## src/rtl/uart_pkg.sv

```systemverilog
// Shared UART definitions: frame state encoding and parity mode constants,
// common to the TX serializer and the RX block.
package uart_pkg;

  typedef enum logic [2:0] {
    IDLE,
    SYNC,
    START,
    DATA,
    PARITY,
    STOP
  } uart_state_e;

  localparam int PAR_NONE = 0;
  localparam int PAR_EVEN = 1;
  localparam int PAR_ODD  = 2;

endpackage

```

## src/rtl/uart_tx_serializer.sv

```systemverilog
// UART transmitter: accepts one word over valid/ready and shifts it out LSB
// first, framed by start, optional parity and 1-2 stop bits, paced by baud_tick.
module uart_tx_serializer #(
  parameter int DATA_BITS = 8,
  parameter int PARITY    = 0,
  parameter int STOP_BITS = 1
) (
  input  logic                 clock,
  input  logic                 rst_n,
  input  logic                 baud_tick,
  input  logic [DATA_BITS-1:0] tx_data,
  input  logic                 tx_valid,
  output logic                 tx_ready,
  output logic                 tx,
  output logic                 tx_busy,
  output logic                 tx_done
);

  import uart_pkg::*;

  localparam int                CNT_W      = (DATA_BITS > 1) ? $clog2(DATA_BITS) : 1;
  localparam logic [CNT_W-1:0]  BIT_LAST   = CNT_W'(DATA_BITS - 1);
  localparam logic              STOP_LAST  = (STOP_BITS == 2);
  localparam logic              HAS_PARITY = (PARITY != PAR_NONE);

  uart_state_e          state, state_d;
  logic                 tx_d;
  logic                 done_d;
  logic [CNT_W-1:0]     bit_cnt, bit_cnt_d;
  logic                 stop_cnt, stop_cnt_d;
  logic [DATA_BITS-1:0] shreg, shreg_d;
  logic                 par_q, par_d;
  logic                 parity_calc;

  // The parameter PARITY shadows the imported state of the same name, so that
  // state is always written with its package scope below.
  assign parity_calc = (PARITY == PAR_ODD) ? ~(^tx_data) : ^tx_data;

  assign tx_ready = (state == IDLE);
  assign tx_busy  = ~tx_ready;

  // NOTE: every signal written here gets its hold value first, so no path
  // through the case leaves one unassigned and no latch is inferred.
  always_comb begin
    state_d    = state;
    tx_d       = tx;
    done_d     = 1'b0;
    bit_cnt_d  = bit_cnt;
    stop_cnt_d = stop_cnt;
    shreg_d    = shreg;
    par_d      = par_q;

    case (state)
      IDLE: begin
        if (tx_valid) begin
          shreg_d = tx_data;
          par_d   = parity_calc;
          state_d = SYNC;
        end
      end

      SYNC: begin
        if (baud_tick) begin
          tx_d    = 1'b0;
          state_d = START;
        end
      end

      START: begin
        if (baud_tick) begin
          tx_d      = shreg[0];
          shreg_d   = shreg >> 1;
          bit_cnt_d = '0;
          state_d   = DATA;
        end
      end

      DATA: begin
        if (baud_tick) begin
          if (bit_cnt == BIT_LAST) begin
            if (HAS_PARITY) begin
              tx_d    = par_q;
              state_d = uart_pkg::PARITY;
            end else begin
              tx_d       = 1'b1;
              stop_cnt_d = 1'b0;
              state_d    = STOP;
            end
          end else begin
            tx_d      = shreg[0];
            shreg_d   = shreg >> 1;
            bit_cnt_d = bit_cnt + CNT_W'(1);
          end
        end
      end

      uart_pkg::PARITY: begin
        if (baud_tick) begin
          tx_d       = 1'b1;
          stop_cnt_d = 1'b0;
          state_d    = STOP;
        end
      end

      STOP: begin
        if (baud_tick) begin
          if (stop_cnt == STOP_LAST) begin
            done_d  = 1'b1;
            state_d = IDLE;
          end else begin
            stop_cnt_d = stop_cnt + 1'b1;
          end
        end
      end

      default: begin
        tx_d    = 1'b1;
        state_d = IDLE;
      end
    endcase
  end

  // NOTE: state is updated with non-blocking assignments so every register
  // samples the pre-edge values, independent of statement order.
  always_ff @(posedge clock) begin
    if (!rst_n) begin
      state    <= IDLE;
      tx       <= 1'b1;
      tx_done  <= 1'b0;
      bit_cnt  <= '0;
      stop_cnt <= 1'b0;
    end else begin
      state    <= state_d;
      tx       <= tx_d;
      tx_done  <= done_d;
      bit_cnt  <= bit_cnt_d;
      stop_cnt <= stop_cnt_d;
    end
  end

  // NOTE: the shift register and parity bit are only read after a handshake
  // has loaded them, so they carry no reset.
  always_ff @(posedge clock) begin
    shreg <= shreg_d;
    par_q <= par_d;
  end

endmodule

```

## config.mk

```make
export PLATFORM = sky130hd
export DESIGN_NAME = uart_tx_serializer
export DESIGN_NICKNAME = d
export VERILOG_FILES = /design/src/rtl/uart_pkg.sv /design/src/rtl/uart_tx_serializer.sv
export SDC_FILE = /design/constraint.sdc
export NUM_CORES = 1
export LEC_CHECK = 0
export BUFFER_PORTS_ARGS = -buffer_cell sky130_fd_sc_hd__buf_2
export CAP_MARGIN = 15
export CORE_MARGIN = 2
export CORE_UTILIZATION = 47
export CTS_CLUSTER_DIAMETER = 60
export DETAILED_ROUTE_END_ITERATION = 10
export GPL_TIMING_DRIVEN = 0
export HOLD_SLACK_MARGIN = 0.06
export PLACE_DENSITY = 0.78
export SETUP_SLACK_MARGIN = 0.1
export SLEW_MARGIN = 25
export SYNTH_ARGS = -nofsm -noshare
export SYNTH_HDL_FRONTEND = slang
export SYNTH_SLANG_ARGS = --single-unit
```

## constraint.sdc

```tcl
create_clock -name clock -period 1.6 [get_ports clock]
set_input_delay 0.24 -clock clock [delete_from_list [all_inputs] [get_ports clock]]
set_output_delay 0.24 -clock clock [all_outputs]
set_load 0.02 [all_outputs]
```

======== Word-level counts from Yosys, hierarchy flattened ========
Cells that the tools add are included.
W data, S select, Z words.
storage, ports and cells
  flip-flop bits (word level) ............. 17
  bits of input ports ..................... 12
  output and inout bits ................... 4
  word-level logic and storage cells ...... 66
operators by class
  add/sub/neg operators ................... 2
  eq/ne operators ......................... 15
  mux-type cells .......................... 30
  bitwise logic cells ..................... 2
  reductions and logical operators ........ 11
operators by type and width
  kind                   count
  $mux W3                11
  $mux W8                4
  $pmux W8 S3            1
  $ne A2 B2 Y1 const B   9
  $pmux W3 S6            1
  $reduce_and A5 Y1      3
  $mux W1                10
  $eq A3 B3 Y1 const B   3
  $reduce_and A8 Y1      1
  $eq A3 B2 Y1 const B   2
  $pmux W3 S2            1
  $reduce_bool A3 Y1     2
  $pmux W1 S5            1
  $reduce_and A4 Y1      1
  $add A3 B1 Y3 const B  1
  $eq A3 B1 Y1 const B   1
  $logic_not A3 Y1       1
  $pmux W1 S3            1
  $reduce_and A3 Y1      1
  $not A1 Y1             2
  $reduce_bool A2 Y1     1
  $reduce_or A2 Y1       1
  $add A1 B1 Y1 const B  1

======== Longest topological paths before layout ========
  word-level depth ........................ 4
  gate-level depth with buffers ........... 5
  gate-level depth less buffers ........... 5

======== Worst setup path after synthesis ========
No wires, ideal clock.
  path kind ............................... reg2reg
  start ................................... register bit_cnt[0]
  end ..................................... register shreg[0] (enable)
  setup time .............................. 0.370 ns
  data arrival time ....................... 1.279 ns
  data required time ...................... 1.230 ns
  path slack .............................. -0.050 ns
  stages on the path, launching flop included .. 5
  buffers on the path ..................... 0
  clock period less this slack ............ 1.650 ns
  path through ............................ dfxtp_1 ha_1 ha_1 o22a_1 nor2_1
between the ends
  cells in the longest elaborated chain, start to end .. 3
ends and longest elaborated chain
  item                         line                       RTL
  start: declaration           uart_tx_serializer.sv:29   logic [CNT_W-1:0] bit_cnt, bit_cnt_d;
  start signal: assignment     uart_tx_serializer.sv:136  bit_cnt <= bit_cnt_d;
  $eq A3 B3 Y1                 uart_tx_serializer.sv:80   if (bit_cnt == BIT_LAST) begin
  $ne A2 B2 Y1 (no line)       -
  $reduce_and A5 Y1 (no line)  -
  end signal: assignment       uart_tx_serializer.sv:144  shreg <= shreg_d;
  end: declaration             uart_tx_serializer.sv:31   logic [DATA_BITS-1:0] shreg, shreg_d;
No other way between the ends.
A chain may end at the register's enable or synchronous reset.

======== Worst setup path in the final report ========
  start ................................... register state[2]
  end ..................................... output port tx_busy
between the ends
  cells in the longest elaborated chain, start to end .. 2
ends and longest elaborated chain
  item                      line                       RTL
  start: declaration        uart_tx_serializer.sv:26   uart_state_e state, state_d;
  start signal: assignment  uart_tx_serializer.sv:133  state <= state_d;
  $logic_not A3 Y1          uart_tx_serializer.sv:39   assign tx_ready = (state == IDLE);
  $not A1 Y1                uart_tx_serializer.sv:40   assign tx_busy = ~tx_ready;
  end: declaration          uart_tx_serializer.sv:15   output logic tx_busy,
No other way between the ends.

==> impl_metrics.py <==
metrics = {
    "run_status": {
        "outcome": "finished, final reports clean",
    },
    "detailed_routing": {
        "num_vias": 704,
        "wl_per_cell_um": 12.9,
        "ant_nets": 0,
        "route.detailed.drc": 0,
        "first_iter_violations": 10,
        "dr.pass1.iters": 2,
        "routed_wl_um": 1700,
        "viasPerCell": 5.33,
    },
    "timing": {
        "rsz0062_at_grt": "true",
        "layout_min_cycle_time_ns": 1.52,
        "whs_ns": 0.210,
        "period_share_pct": 95.3,
        "hold_violations": 0,
        "max_slew.worst_pin.slew_ns": 0.407,
        "slew_violations": 0,
        "setup_viol": 0,
        "fmax_mhz": 656,
        "slew_headroom_pct": 72.8,
        "setup-tns-final_ns": 0,
        "clock_skew_ns": 0.00703,
    },
    "logic_synthesis": {
        "yosys_warnings": 0,
        "ys_ff_latch": 16,
        "synth_fp_nets": 105,
        "syn_inst": 91,
        "synth_edf_count": 8,
        "postSynthAreaPerCell_um2": 8.96,
        "synth_common_cells": "nand2_1 (24), dfxtp_1 (8), edfxtp_1 (8)",
        "syn_area_um2": 816,
        "yosysUniqueCellTypes": 30,
        "yosysMostFrequentCell": "nand2_1",
        "synth_top_area_cell": "edfxtp_1",
        "synth_top_area_share_pct": 29.4,
        "ys_seq_area_share_pct": 49.1,
        "async_flop_share_pct": 0,
        "synth-main-ff-cell": "edfxtp_1",
        "yosys-top-cells-area": "edfxtp_1 (29%), dfxtp_1 (20%), nand2_1 (11%)",
    },
    "clock_network": {
        "root_buffer": "clkbuf_4",
        "cts_tree": "yes",
        "path_clk_slew_ns": 0.10,
        "h-tree-depth": 1,
        "clkLatencyLatePin_ns": 0.29,
        "cts-buffers-inserted": 3,
        "hold_buffers": 0,
        "clock_sinks": 16,
        "cts.path.max_buffers": 2,
    },
    "die": {
        "io_pins": 16,
        "rows": 15,
        "die_h_um": 45.7,
        "start_util_pct": 48.8,
        "core-area_um2": 1670,
        "die-area_um2": 2080,
        "fp.dieW_um": 45.7,
    },
    "worst_setup_path": {
        "cp.required_ns": 1.36,
        "ff2ff_path_depth": 5,
        "start_kind": "flop",
        "critPathMaxFanout": 2,
        "slowest_stage": "or3_4",
        "reg2reg_to": "bit_cnt[0]",
        "cp.arrival_ns": 1.28,
        "worstPathCellList": "buf_6, or3_4, buf_2",
        "rrSetupSlack_ns": 0.12,
        "max_stage_delay_ns": 0.38,
        "criticalPathCategory": "reg -> out",
        "crit_end": "tx_busy",
        "startpoint": "state[2]",
        "r2r-start": "bit_cnt[0]",
        "end_kind": "output pin",
    },
    "cells_and_area": {
        "stdcell_area_um2": 1060,
        "nNetsFinal": 130,
        "diodes": 0,
        "syn_to_final_growth_pct": 29.9,
        "fillers": 144,
        "drive_gt1_share_pct": 35.7,
        "layout.cells.non_filler": 132,
    },
    "power_and_ir_drop": {
        "pwr-share-seq_pct": 54.9,
        "p_clk_share_pct": 26.0,
        "ir_worst_vdd_mv": 0.590,
        "total_leakage_power_uw": 0.000455,
        "p_per_area_nw_per_um2": 835,
        "combPwrFrac_pct": 19.1,
        "total_power_uw": 884,
        "switching_power_uw": 248,
        "p_int_uw": 636,
        "switching_share_pct": 28.0,
    },
    "place": {
        "dpl.cell_count": 123,
        "place_congestion": 0.793,
        "port_buffers": 15,
        "place_hpwl_um": 1040,
        "dpl-instance-area_um2": 920,
    },
    "global_route": {
        "antenna_found_initial": 0,
        "grt_overflow_total": 0,
        "grt_use_total_pct": 20.0,
        "grt_pass1_wl_um": 2870,
        "first_global_vias": 629,
        "grt_start_max_net_pins": 15,
    },
    "hold_path": {
        "hold_class": "in -> reg",
        "hp-start": "tx_data[0]",
    },
    "run": {
        "drv_cap": 0,
    },
}
what timing repair did:
action,CTS,global route
setup buffers,4,2
gates resized for setup,16,7
pin swaps,2,3
setup endpoints to repair,11,11
registers in the layout, indices dropped and copies added (netlist names):
register and count:
tx_done 1, bit_cnt 3, shreg 8, state 3, tx 1
through the flow:
step	utilization (%)	worst slack (ns)
after floorplan	-	0.111
after global placement	55.1	0.0463
after detailed placement	55.1	0.0297
after CTS	61.6	0.0688
after global routing	63.4	0.0392
final	63.4	0.0752
final cells by class:
class | instances | area (um^2) | area share (%)
multi-input combinational | 67 | 432 | 40.7
inverter | 2 | 7.51 | 0.708
clock inverter | 1 | 3.75 | 0.354
buffer | 5 | 35.0 | 3.31
tap | 17 | 21.3 | 2.01
clock buffer | 3 | 22.5 | 2.13
timing repair buffer | 21 | 126 | 11.9
sequential | 16 | 412 | 38.8
placed cells by master (no fill, tap or decap), drive strengths merged, types with 2 or more instances in the layout:
master,count
a21boi,4
inv,2
nor2,6
nand2b,3
o21ai,5
ha,2
and2,3
edfxtp,8
clkbuf,5
nor2b,2
dfxtp,8
mux2i,2
nand4,3
buf,24
nand2,24
worst min path at each step:
stage | to | slack [ns] | cells past startpoint
2_1_floorplan | tx_done | 0.35 | 2
3_3_place_gp | bit_cnt[1] | 0.48 | 2
3_5_place_dp | bit_cnt[1] | 0.48 | 2
4_1_cts | shreg[1] | 0.21 | 3
5_1_grt | shreg[1] | 0.21 | 3
6_report | shreg[0] | 0.21 | 3
critical path, delay by kind of cell, from the launching register on:
family / cells / cell delay (ns)
flops: 1 / 0.34
simple gates: 1 / 0.38
buf+inv: 2 / 0.28
per-layer routing:
layer	vias up	share of wire (%)	GRT usage (%)
li1	364	-	-
met1	314	45	23.1
met2	20	48	32.7
met3	6	4.2	7.54
met4	0	2.6	8.82
met5	-	0	0
kinds of logic (layout without fill, tap and decap cells):
| family | after synthesis | count (layout) | share of synthesized area, % |
|---|---|---|---|
| muxes | 2 | 2 | 2.45 |
| buffers and inverters | 8 | 32 | 4.29 |
| adders and majority gates | 2 | 2 | 3.07 |
| DFF | 16 | 16 | 49.1 |
| AOI/OAI and AO/OA | 17 | 17 | 14.1 |
| xor gates and xnor gates | 1 | 1 | 1.07 |
| and+or+nand+nor | 45 | 45 | 25.9 |
power groups by stage:
stage	combinational, uW	sequential, uW	clock (uW)
4_1_cts	159	487	231
3_3_place_gp	142	492	0
6_report	169	485	230
3_5_place_dp	146	494	0
5_1_grt	188	490	248
2_1_floorplan	103	491	0
Power figures use the tool's default switching activity.
